<file path="src/rtl/imuldiv_div_requester.sv">
// imuldiv_div_requester: carries one divide operation from the execute stage
// through the divider's val/rdy request/response interface, then presents the
// selected quotient or remainder with its destination tag to writeback.
// Only one operation is in flight at a time.
// Optional build macro IMULDIV_DIVZERO_BYPASS_EN: when defined, divide-by-zero
// is answered locally (quotient all-ones, remainder = dividend) without a
// divider request; when undefined, it goes to the divider like any other op.
module imuldiv_div_requester #(
  parameter int TAG_W = 5,
  parameter int CNT_W = 32
) (
  input  logic             clk_i,
  input  logic             reset_n_i,
  input  logic             op_val_i,
  output logic             op_rdy_o,
  input  logic             op_fn_i,
  input  logic             op_sel_rem_i,
  input  logic [31:0]      op_a_i,
  input  logic [31:0]      op_b_i,
  input  logic [TAG_W-1:0] op_tag_i,
  output logic             divreq_msg_fn_o,
  output logic [31:0]      divreq_msg_a_o,
  output logic [31:0]      divreq_msg_b_o,
  output logic             divreq_val_o,
  input  logic             divreq_rdy_i,
  input  logic [63:0]      divresp_msg_result_i,
  input  logic             divresp_val_i,
  output logic             divresp_rdy_o,
  output logic             wb_val_o,
  input  logic             wb_rdy_i,
  output logic [31:0]      wb_data_o,
  output logic [TAG_W-1:0] wb_tag_o,
  output logic [CNT_W-1:0] done_count_o
);

  typedef enum logic [1:0] {
    IDLE = 2'd0,
    REQ  = 2'd1,
    WAIT = 2'd2,
    WB   = 2'd3
  } state_e;

  state_e             state_q;
  logic               op_rdy_q;
  logic               divreq_val_q;
  logic               divresp_rdy_q;
  logic               wb_val_q;
  logic               fn_q;
  logic               sel_rem_q;
  logic [31:0]        a_q;
  logic [31:0]        b_q;
  logic [TAG_W-1:0]   tag_q;
  logic [31:0]        wb_data_q;
  logic [TAG_W-1:0]   wb_tag_q;
  logic [CNT_W-1:0]   done_count_q;
  logic [CNT_W-1:0]   done_count_d;
  logic [31:0]        resp_sel;

`ifdef IMULDIV_DIVZERO_BYPASS_EN
  logic               div_zero;
  logic [31:0]        bypass_data;

  // Divide-by-zero answer computed straight from the incoming operands
  assign div_zero    = (op_b_i == 32'd0);
  assign bypass_data = op_sel_rem_i ? op_a_i : 32'hFFFF_FFFF;
`endif

  // Pick remainder (upper half) or quotient (lower half) of the divider response
  assign resp_sel = sel_rem_q ? divresp_msg_result_i[63:32] : divresp_msg_result_i[31:0];

  // Completed-op counter sticks at all-ones instead of wrapping
  always_comb begin
    done_count_d = done_count_q;
    if (done_count_q != {CNT_W{1'b1}}) begin
      done_count_d = done_count_q + CNT_W'(1);
    end
  end

  // Control FSM; every handshake output is a register set alongside the state
  always_ff @(posedge clk_i or negedge reset_n_i) begin
    if (!reset_n_i) begin
      state_q       <= IDLE;
      op_rdy_q      <= 1'b1;
      divreq_val_q  <= 1'b0;
      divresp_rdy_q <= 1'b0;
      wb_val_q      <= 1'b0;
      fn_q          <= 1'b0;
      sel_rem_q     <= 1'b0;
      a_q           <= '0;
      b_q           <= '0;
      tag_q         <= '0;
      wb_data_q     <= '0;
      wb_tag_q      <= '0;
      done_count_q  <= '0;
    end else begin
      case (state_q)
        IDLE: begin
          if (op_val_i && op_rdy_q) begin
            fn_q      <= op_fn_i;
            sel_rem_q <= op_sel_rem_i;
            a_q       <= op_a_i;
            b_q       <= op_b_i;
            tag_q     <= op_tag_i;
            op_rdy_q  <= 1'b0;
`ifdef IMULDIV_DIVZERO_BYPASS_EN
            if (div_zero) begin
              wb_data_q <= bypass_data;
              wb_tag_q  <= op_tag_i;
              wb_val_q  <= 1'b1;
              state_q   <= WB;
            end else begin
              divreq_val_q <= 1'b1;
              state_q      <= REQ;
            end
`else
            divreq_val_q <= 1'b1;
            state_q      <= REQ;
`endif
          end
        end
        REQ: begin
          if (divreq_rdy_i) begin
            divreq_val_q  <= 1'b0;
            divresp_rdy_q <= 1'b1;
            state_q       <= WAIT;
          end
        end
        WAIT: begin
          if (divresp_val_i) begin
            wb_data_q     <= resp_sel;
            wb_tag_q      <= tag_q;
            divresp_rdy_q <= 1'b0;
            wb_val_q      <= 1'b1;
            state_q       <= WB;
          end
        end
        WB: begin
          if (wb_rdy_i) begin
            done_count_q <= done_count_d;
            wb_val_q     <= 1'b0;
            op_rdy_q     <= 1'b1;
            state_q      <= IDLE;
          end
        end
        default: begin
          op_rdy_q      <= 1'b1;
          divreq_val_q  <= 1'b0;
          divresp_rdy_q <= 1'b0;
          wb_val_q      <= 1'b0;
          state_q       <= IDLE;
        end
      endcase
    end
  end

  assign op_rdy_o        = op_rdy_q;
  assign divreq_val_o    = divreq_val_q;
  assign divresp_rdy_o   = divresp_rdy_q;
  assign wb_val_o        = wb_val_q;
  assign divreq_msg_fn_o = fn_q;
  assign divreq_msg_a_o  = a_q;
  assign divreq_msg_b_o  = b_q;
  assign wb_data_o       = wb_data_q;
  assign wb_tag_o        = wb_tag_q;
  assign done_count_o    = done_count_q;

endmodule

</file>
<file path="config.mk">
export PLATFORM = sky130hd
export DESIGN_NAME = imuldiv_div_requester
export DESIGN_NICKNAME = d
export VERILOG_FILES = /design/src/rtl/imuldiv_div_requester.sv
export SDC_FILE = /design/constraint.sdc
export NUM_CORES = 1
export LEC_CHECK = 0
export CORE_AREA = 2 2 109 111
export DETAILED_ROUTE_END_ITERATION = 16
export DIE_AREA = 0 0 111 113
export DONT_BUFFER_PORTS = 1
export GPL_TIMING_DRIVEN = 0
export MAX_ROUTING_LAYER = met4
export PLACE_DENSITY_LB_ADDON = 0.2
export RECOVER_POWER = 25
export SYNTH_ARGS = -nofsm -noshare
export SYNTH_HDL_FRONTEND = slang
export SYNTH_SLANG_ARGS = --single-unit
</file>
<file path="constraint.sdc">
create_clock -name clk_i -period 5.3 [get_ports clk_i]
set_input_delay 0.265 -clock clk_i [delete_from_list [all_inputs] [get_ports clk_i]]
set_output_delay 0.265 -clock clk_i [all_outputs]
set_load 0.005 [all_outputs]
</file>
## Word level (Yosys, flattened, before mapping)

Index checks and enable logic that the tools add are counted.

| cells by class | value |
|---|---|
| add/sub/neg operators | 1 |
| multipliers | 0 |
| div/mod/pow operators | 0 |
| order comparisons | 0 |
| equality and inequality tests | 8 |
| shift operators | 0 |
| mux-type cells | 18 |
| bitwise logic cells | 0 |
| reduce and logical (&&, ||, !) cells | 14 |

Operators by type and width:

| operator | number |
|---|---|
| 32-bit by 1-bit adder with 32-bit output, second input constant | 1 |
| 32-bit 2-to-1 mux | 1 |
| 32-bit inequality test, second input constant | 1 |
| 3-bit AND reduction | 5 |
| 1-bit 2-to-1 mux | 8 |
| 2-bit 2-to-1 mux | 4 |
| 2-bit inequality test, second input constant | 4 |
| 1-bit case mux with 2 select lines | 4 |
| 2-bit case mux with 4 select lines | 1 |
| 2-bit nonzero test | 4 |
| 2-bit == test, second input constant | 2 |
| 2-bit AND reduction | 2 |
| 4-bit AND reduction | 1 |
| 2-bit by 1-bit == test with 1-bit output, second input constant | 1 |
| 2-bit logical NOT | 1 |
| 1-bit logical AND | 1 |

| word-level totals | value |
|---|---|
| flip-flop bits (word level) | 146 |
| bits in latches | 0 |
| bits in writable memories | 0 |
| ROM bits | 0 |
| input port bits | 141 |
| output and inout bits | 138 |
| logic and storage cells | 54 |
| memories kept | 0 |

## Depth between registers and ports, before layout

| logic depth | value |
|---|---|
| depth after elaboration | 3 |
| gate-level depth with buffers | 7 |
| gate-level depth less buffers | 7 |

## Least setup slack after synthesis

No wires, ideal clock.

| timing path | value |
|---|---|
| path type | register to register |
| start | register state_q[0] |
| end | register a_q[0] (netlist: divreq_msg_a_o[0]) |
| setup time | 0.125 ns |
| arrival | 1.651 ns |
| required time | 5.175 ns |
| slack | 3.524 ns |
| stages on the path, launching flop included | 7 |
| buffers on the path | 2 |
| clock period less this slack | 1.776 ns |
| path through | dfrtp_1 > inv_1 > ha_1 > clkbuf_1 > nand3_1 > clkbuf_1 > mux2_2 |

| between the ends | value |
|---|---|
| longest elaborated chain between the ends | 2 |

RTL lines:

| item | line | source |
|---|---|---|
| from (decl) | 43 | `state_e state_q;` |
| from (signal assigned) | 82 | `state_q <= IDLE;` |
| from (signal assigned) | 117 | `state_q <= REQ;` |
| from (signal assigned) | 125 | `state_q <= WAIT;` |
| 2-bit logical NOT | 96 | `case (state_q)` |
| 2-bit AND reduction (no line) | - |  |
| to (signal assigned) | 101 | `a_q <= op_a_i;` |
| to (decl) | 50 | `logic [31:0] a_q;` |

Every way passes these cells.
A chain may end at the register's enable or synchronous reset.

## Worst setup path in the final report

| timing path | value |
|---|---|
| start | register state_q[0] |
| end | register wb_data_q[17] (netlist: wb_data_o[17]) |

| between the ends | value |
|---|---|
| longest elaborated chain between the ends | 2 |

RTL lines:

| item | line | source |
|---|---|---|
| 2-bit == test | 96 |  |
| 2-bit AND reduction (no line) | - |  |
| to (signal assigned) | 130 | `wb_data_q <= resp_sel;` |
| to (decl) | 53 | `logic [31:0] wb_data_q;` |

Every way passes these cells.

==> run summary <==
GLOBAL ROUTING
---------------------------------------------------------------------------------
GRT Residual Overflow                                                           0
Initial antenna violation count                                                 2
Number of global-route vias before repair                                    4593
Combined global-route utilization of all metal layers                       0.265
Wire length of the first global-routing pass                              24.9 mm
Maximum number of pins on one net before global-route repair                  147

ROUTE
---------------------------------------------------------------------------------
Count of nets left with antenna violations after detail routing                 0
Total DRC errors in the routed layout                                           0
Aggregate routed wire length                                              15.8 mm
Mean number of vias per cell                                                 5.82
Violation count after the first detailed-routing iteration                    248
First-pass DRT Iterations                                                       4
Wire per inst                                                             21.2 µm
Total via count in the routed design                                         4329

FLOORPLAN
---------------------------------------------------------------------------------
DIE WIDTH                                                                  111 µm
Effective utilization at floorplan                                          0.557
Number of cell rows                                                            39
Die extent in y                                                            113 µm
I/O pin count                                                                 279
Area of the die                                                         12500 µm²
Core area                                                               11300 µm²

CLOCK TREE
---------------------------------------------------------------------------------
Register clock-pin slew on the reported worst setup and hold paths        0.06 ns
TritonCTS clock tree                                                        built
Clock tree sinks                                                              146
Longest Clk Path Bufs                                                           2
# H-tree levels                                                                 4
Clock insertion delay at the later pin of the skew report                 0.42 ns
Buffer cell driving the clock tree root                                 clkbuf_16
Number of buffers inserted during clock tree synthesis                         17

YOSYS
---------------------------------------------------------------------------------
Primary FF master, synth                                                  dfrtp_1
Cell type with the highest aggregate area in the netlist                  dfrtp_1
Cell variety after synth                                                       41
Cell area after synthesis                                                6280 µm²
EDFF count, synth                                                               0
Fraction of registers with async set/reset                                   1.00
Avg Inst Size Synth                                                      12.7 µm²
Syn nets                                                                      641
Area contributors post-synth                                         dfrtp_1 (58%), mux2_2 (14%), mux2i_1 (5.4%)
Fraction of post-synthesis cell area in the top cell type by area           0.578
Number of standard cells after synthesis                                      495
Adder and majority gate portion of the synthesized area                   0.00996
Dominant combinational cell family by area after synthesis           multiplexers
Post-synthesis compound-gate area fraction                                 0.0355
Xor-xnor portion of the synthesized cell area                              0.0432
Simple-Gate Fraction of Synth Area                                          0.110
#FFs+latches synth                                                            146
Synth warnings                                                                  0
Mux contribution to synthesized area                                        0.192
Post-synthesis sequential area ratio                                        0.582

LAYOUT
---------------------------------------------------------------------------------
Layout fillers                                                                784
Number of nets in the final layout                                            733
Share of layout cells above drive strength 1                                0.212
Sequential Area                                                          3650 µm²
Area of the multi-input gates                                            2460 µm²
Area growth from synthesis to final layout                                  23.3%

SETUP PATH
---------------------------------------------------------------------------------
Required time of the critical path                                        5.58 ns
Largest fanout of any net on the critical path                                 10
Count of cells along the worst register-to-register path                        7
Worst Setup End Kind                                                         flop
Type of the worst setup path                                         flop to flop
Worst EP arrival                                                          2.54 ns
Worst setup SP type                                                          flop

TIMING
---------------------------------------------------------------------------------
Final worst path period share                                               0.427
Setup violators final                                                           0
Fin. Hold Viols                                                                 0
Worst hold slack                                                        0.0233 ns
Unrepaired setup endpoints after global routing                             false
Final TNS setup                                                              0 ns
Setup Skew                                                             0.00802 ns
Max Fclk                                                                0.441 GHz
Pin slew with the least headroom to its limit                            0.703 ns
Minimum clock period                                                      2.27 ns
Number of max-slew violations in the final report                               0
Max-slew headroom at the worst pin                                          0.531

MIN PATH
---------------------------------------------------------------------------------
Type of the most critical hold path                                  primary input to flop
Hold Path Cell Cnt                                                              3

POWER AND IR DROP
---------------------------------------------------------------------------------
Combinational fraction of design power                                      0.217
Total net switching power                                                 1.22 mW
Maximum resistive drop on vdd                                          0.000361 V
Internal power summed over all cells                                      2.56 mW
Part of the power in the clock network                                      0.282
Switching share of power                                                    0.323
Sequential fraction of design power                                         0.501
Pleak                                                                     3.51 nW
P per Cell Area                                                        488 nW/µm²

RUN STATUS
---------------------------------------------------------------------------------
Result of the run                                                       completed

PLACED DESIGN
---------------------------------------------------------------------------------
HPWL after detailed placement                                             10.5 mm
Routability-driven placement congestion ratio                               0.843
Port-buffer cells                                                               0

FLOW RUN
---------------------------------------------------------------------------------
Number of max-cap violations                                                    0

## layout by cell type, fill, tap and decap left out, types with 2 or more instances in the layout
| cell | n |
|---|---|
| and4_4 | 2 |
| buf_1 | 4 |
| clkinvlp_4 | 6 |
| clkinv_4 | 3 |
| nor2_1 | 41 |
| ha_1 | 5 |
| o22ai_1 | 2 |
| and4_1 | 2 |
| and3_1 | 4 |
| nand4_1 | 15 |
| clkbuf_16 | 17 |
| buf_6 | 5 |
| a21oi_1 | 34 |
| nand3_1 | 11 |
| and3_2 | 2 |
| nor4_1 | 2 |
| clkbuf_1 | 18 |
| nor4_4 | 2 |
| o21ai_0 | 5 |
| xor2_1 | 17 |
| or2_2 | 2 |
| nand2_1 | 18 |
| inv_1 | 10 |
| xnor2_1 | 14 |
| mux2i_1 | 34 |
| dfrtp_1 | 145 |
| nor3_1 | 10 |
| diode_2 | 2 |
| dlygate4sd3_1 | 72 |
| mux2_2 | 77 |
## sequential cells by signal (all words and copies together), names as in the netlist, 2 cells and up
signal and flops:
state_q 2, wb_data_o 32, tag_q 5, wb_tag_o 5
divreq_msg_a_o 32, done_count_o 32, divreq_msg_b_o 32
## worst max-delay path, stage by stage, from the launching register on
cell      delay (ns)
dfrtp_1         0.40
inv_1           0.11
ha_1            0.20
and2_1          0.13
clkbuf_1        0.36
clkbuf_1        0.41
buf_1           0.40
a21oi_1         0.13
## final timing paths
check / startpoint / to / slack, ns
worst max-delay path: state_q[0] / wb_data_o[17] / 3.03
worst min-delay path: divreq_rdy_i / divreq_val_o / 0.02
worst max register to register: state_q[0] / wb_data_o[17] / 3.03
worst min register to register: tag_q[4] / wb_tag_o[4] / 0.50
max in group asynchronous: reset_n_i / wb_data_o[11] / 4.26
min in group asynchronous: reset_n_i / done_count_o[8] / 0.51
## logic make-up (layout without fill, tap and decap cells)
logic type                 after synthesis  count (layout)
other                                    0               2
AOI/OAI and AO/OA                       43              43
and+or+nand+nor                        124             124
xor gates and xnor gates                31              31
muxes                                  111             111
DFF                                    146             146
buffers and inverters                   35             139
adders and majority gates                5               5
## layer usage
layer / track usage / routed length (µm) / up-vias
li1: - / - / 1925
met1: 0.301 / 5980 / 2166
met2: 0.428 / 8080 / 204
met3: 0.102 / 1290 / 34
met4: 0.102 / 414 / 0
met5: - / 0 / -
## power by group through the flow
stage / Clock, mW / Sequential (mW) / Combinational, mW
3_5_place_dp: 0 / 1.90 / 0.748
6_report: 1.07 / 1.89 / 0.818
2_1_floorplan: 0 / 1.76 / 0.628
4_1_cts: 1.09 / 1.89 / 0.814
5_1_grt: 1.13 / 1.93 / 0.919
3_3_place_gp: 0 / 1.89 / 0.703
## metrics by stage
step / total power, mW / utilization / instance area, µm² / cells / setup WS [ns]
after floorplan: 2.39 / - / 6280 / 495 / 3.52
after global placement: 2.59 / 0.573 / 6460 / 638 / 3.08
after detailed placement: 2.64 / 0.573 / 6460 / 638 / 3.00
after CTS: 3.79 / 0.687 / 7740 / 742 / 2.98
after global routing: 3.99 / 0.687 / 7740 / 744 / 2.81
final: 3.78 / 0.687 / 7740 / 744 / 3.03
## repair_timing
action / 4_1_cts / 5_1_grt
hold endpoints to repair: 217 / 0
buffers inserted: 0 / 0
gates resized for setup: 0 / 0
hold buffers: 73 / 0
## layout make-up
cell class | instances | share of cell area
inverter | 10 | 0.00485
clock buffer | 20 | 0.0577
timing repair buffer | 73 | 0.0966
sequential | 146 | 0.472
multi-input combinational | 314 | 0.317
antenna | 2 | 0.000646
buffer | 25 | 0.0170
clock inverter | 11 | 0.0110
tap | 143 | 0.0231
## synth_stat cells (2+ instances only)
library cell  number
inv_1             10
o21ai_0            5
xor2_1            17
nor4_1             2
and3_1             4
nor4_4             2
clkbuf_1          16
buf_6              5
mux2i_1           34
a21oi_1           34
mux2_2            77
nor2_1            41
and3_2             2
dfrtp_1          145
or2_2              2
buf_1              4
ha_1               5
and4_4             2
nor3_1            10
nand4_1           15
nand2_1           18
xnor2_1           14
and4_1             2
nand3_1           11
o22ai_1            2
No activity file was read; power rests on OpenSTA's default activity.
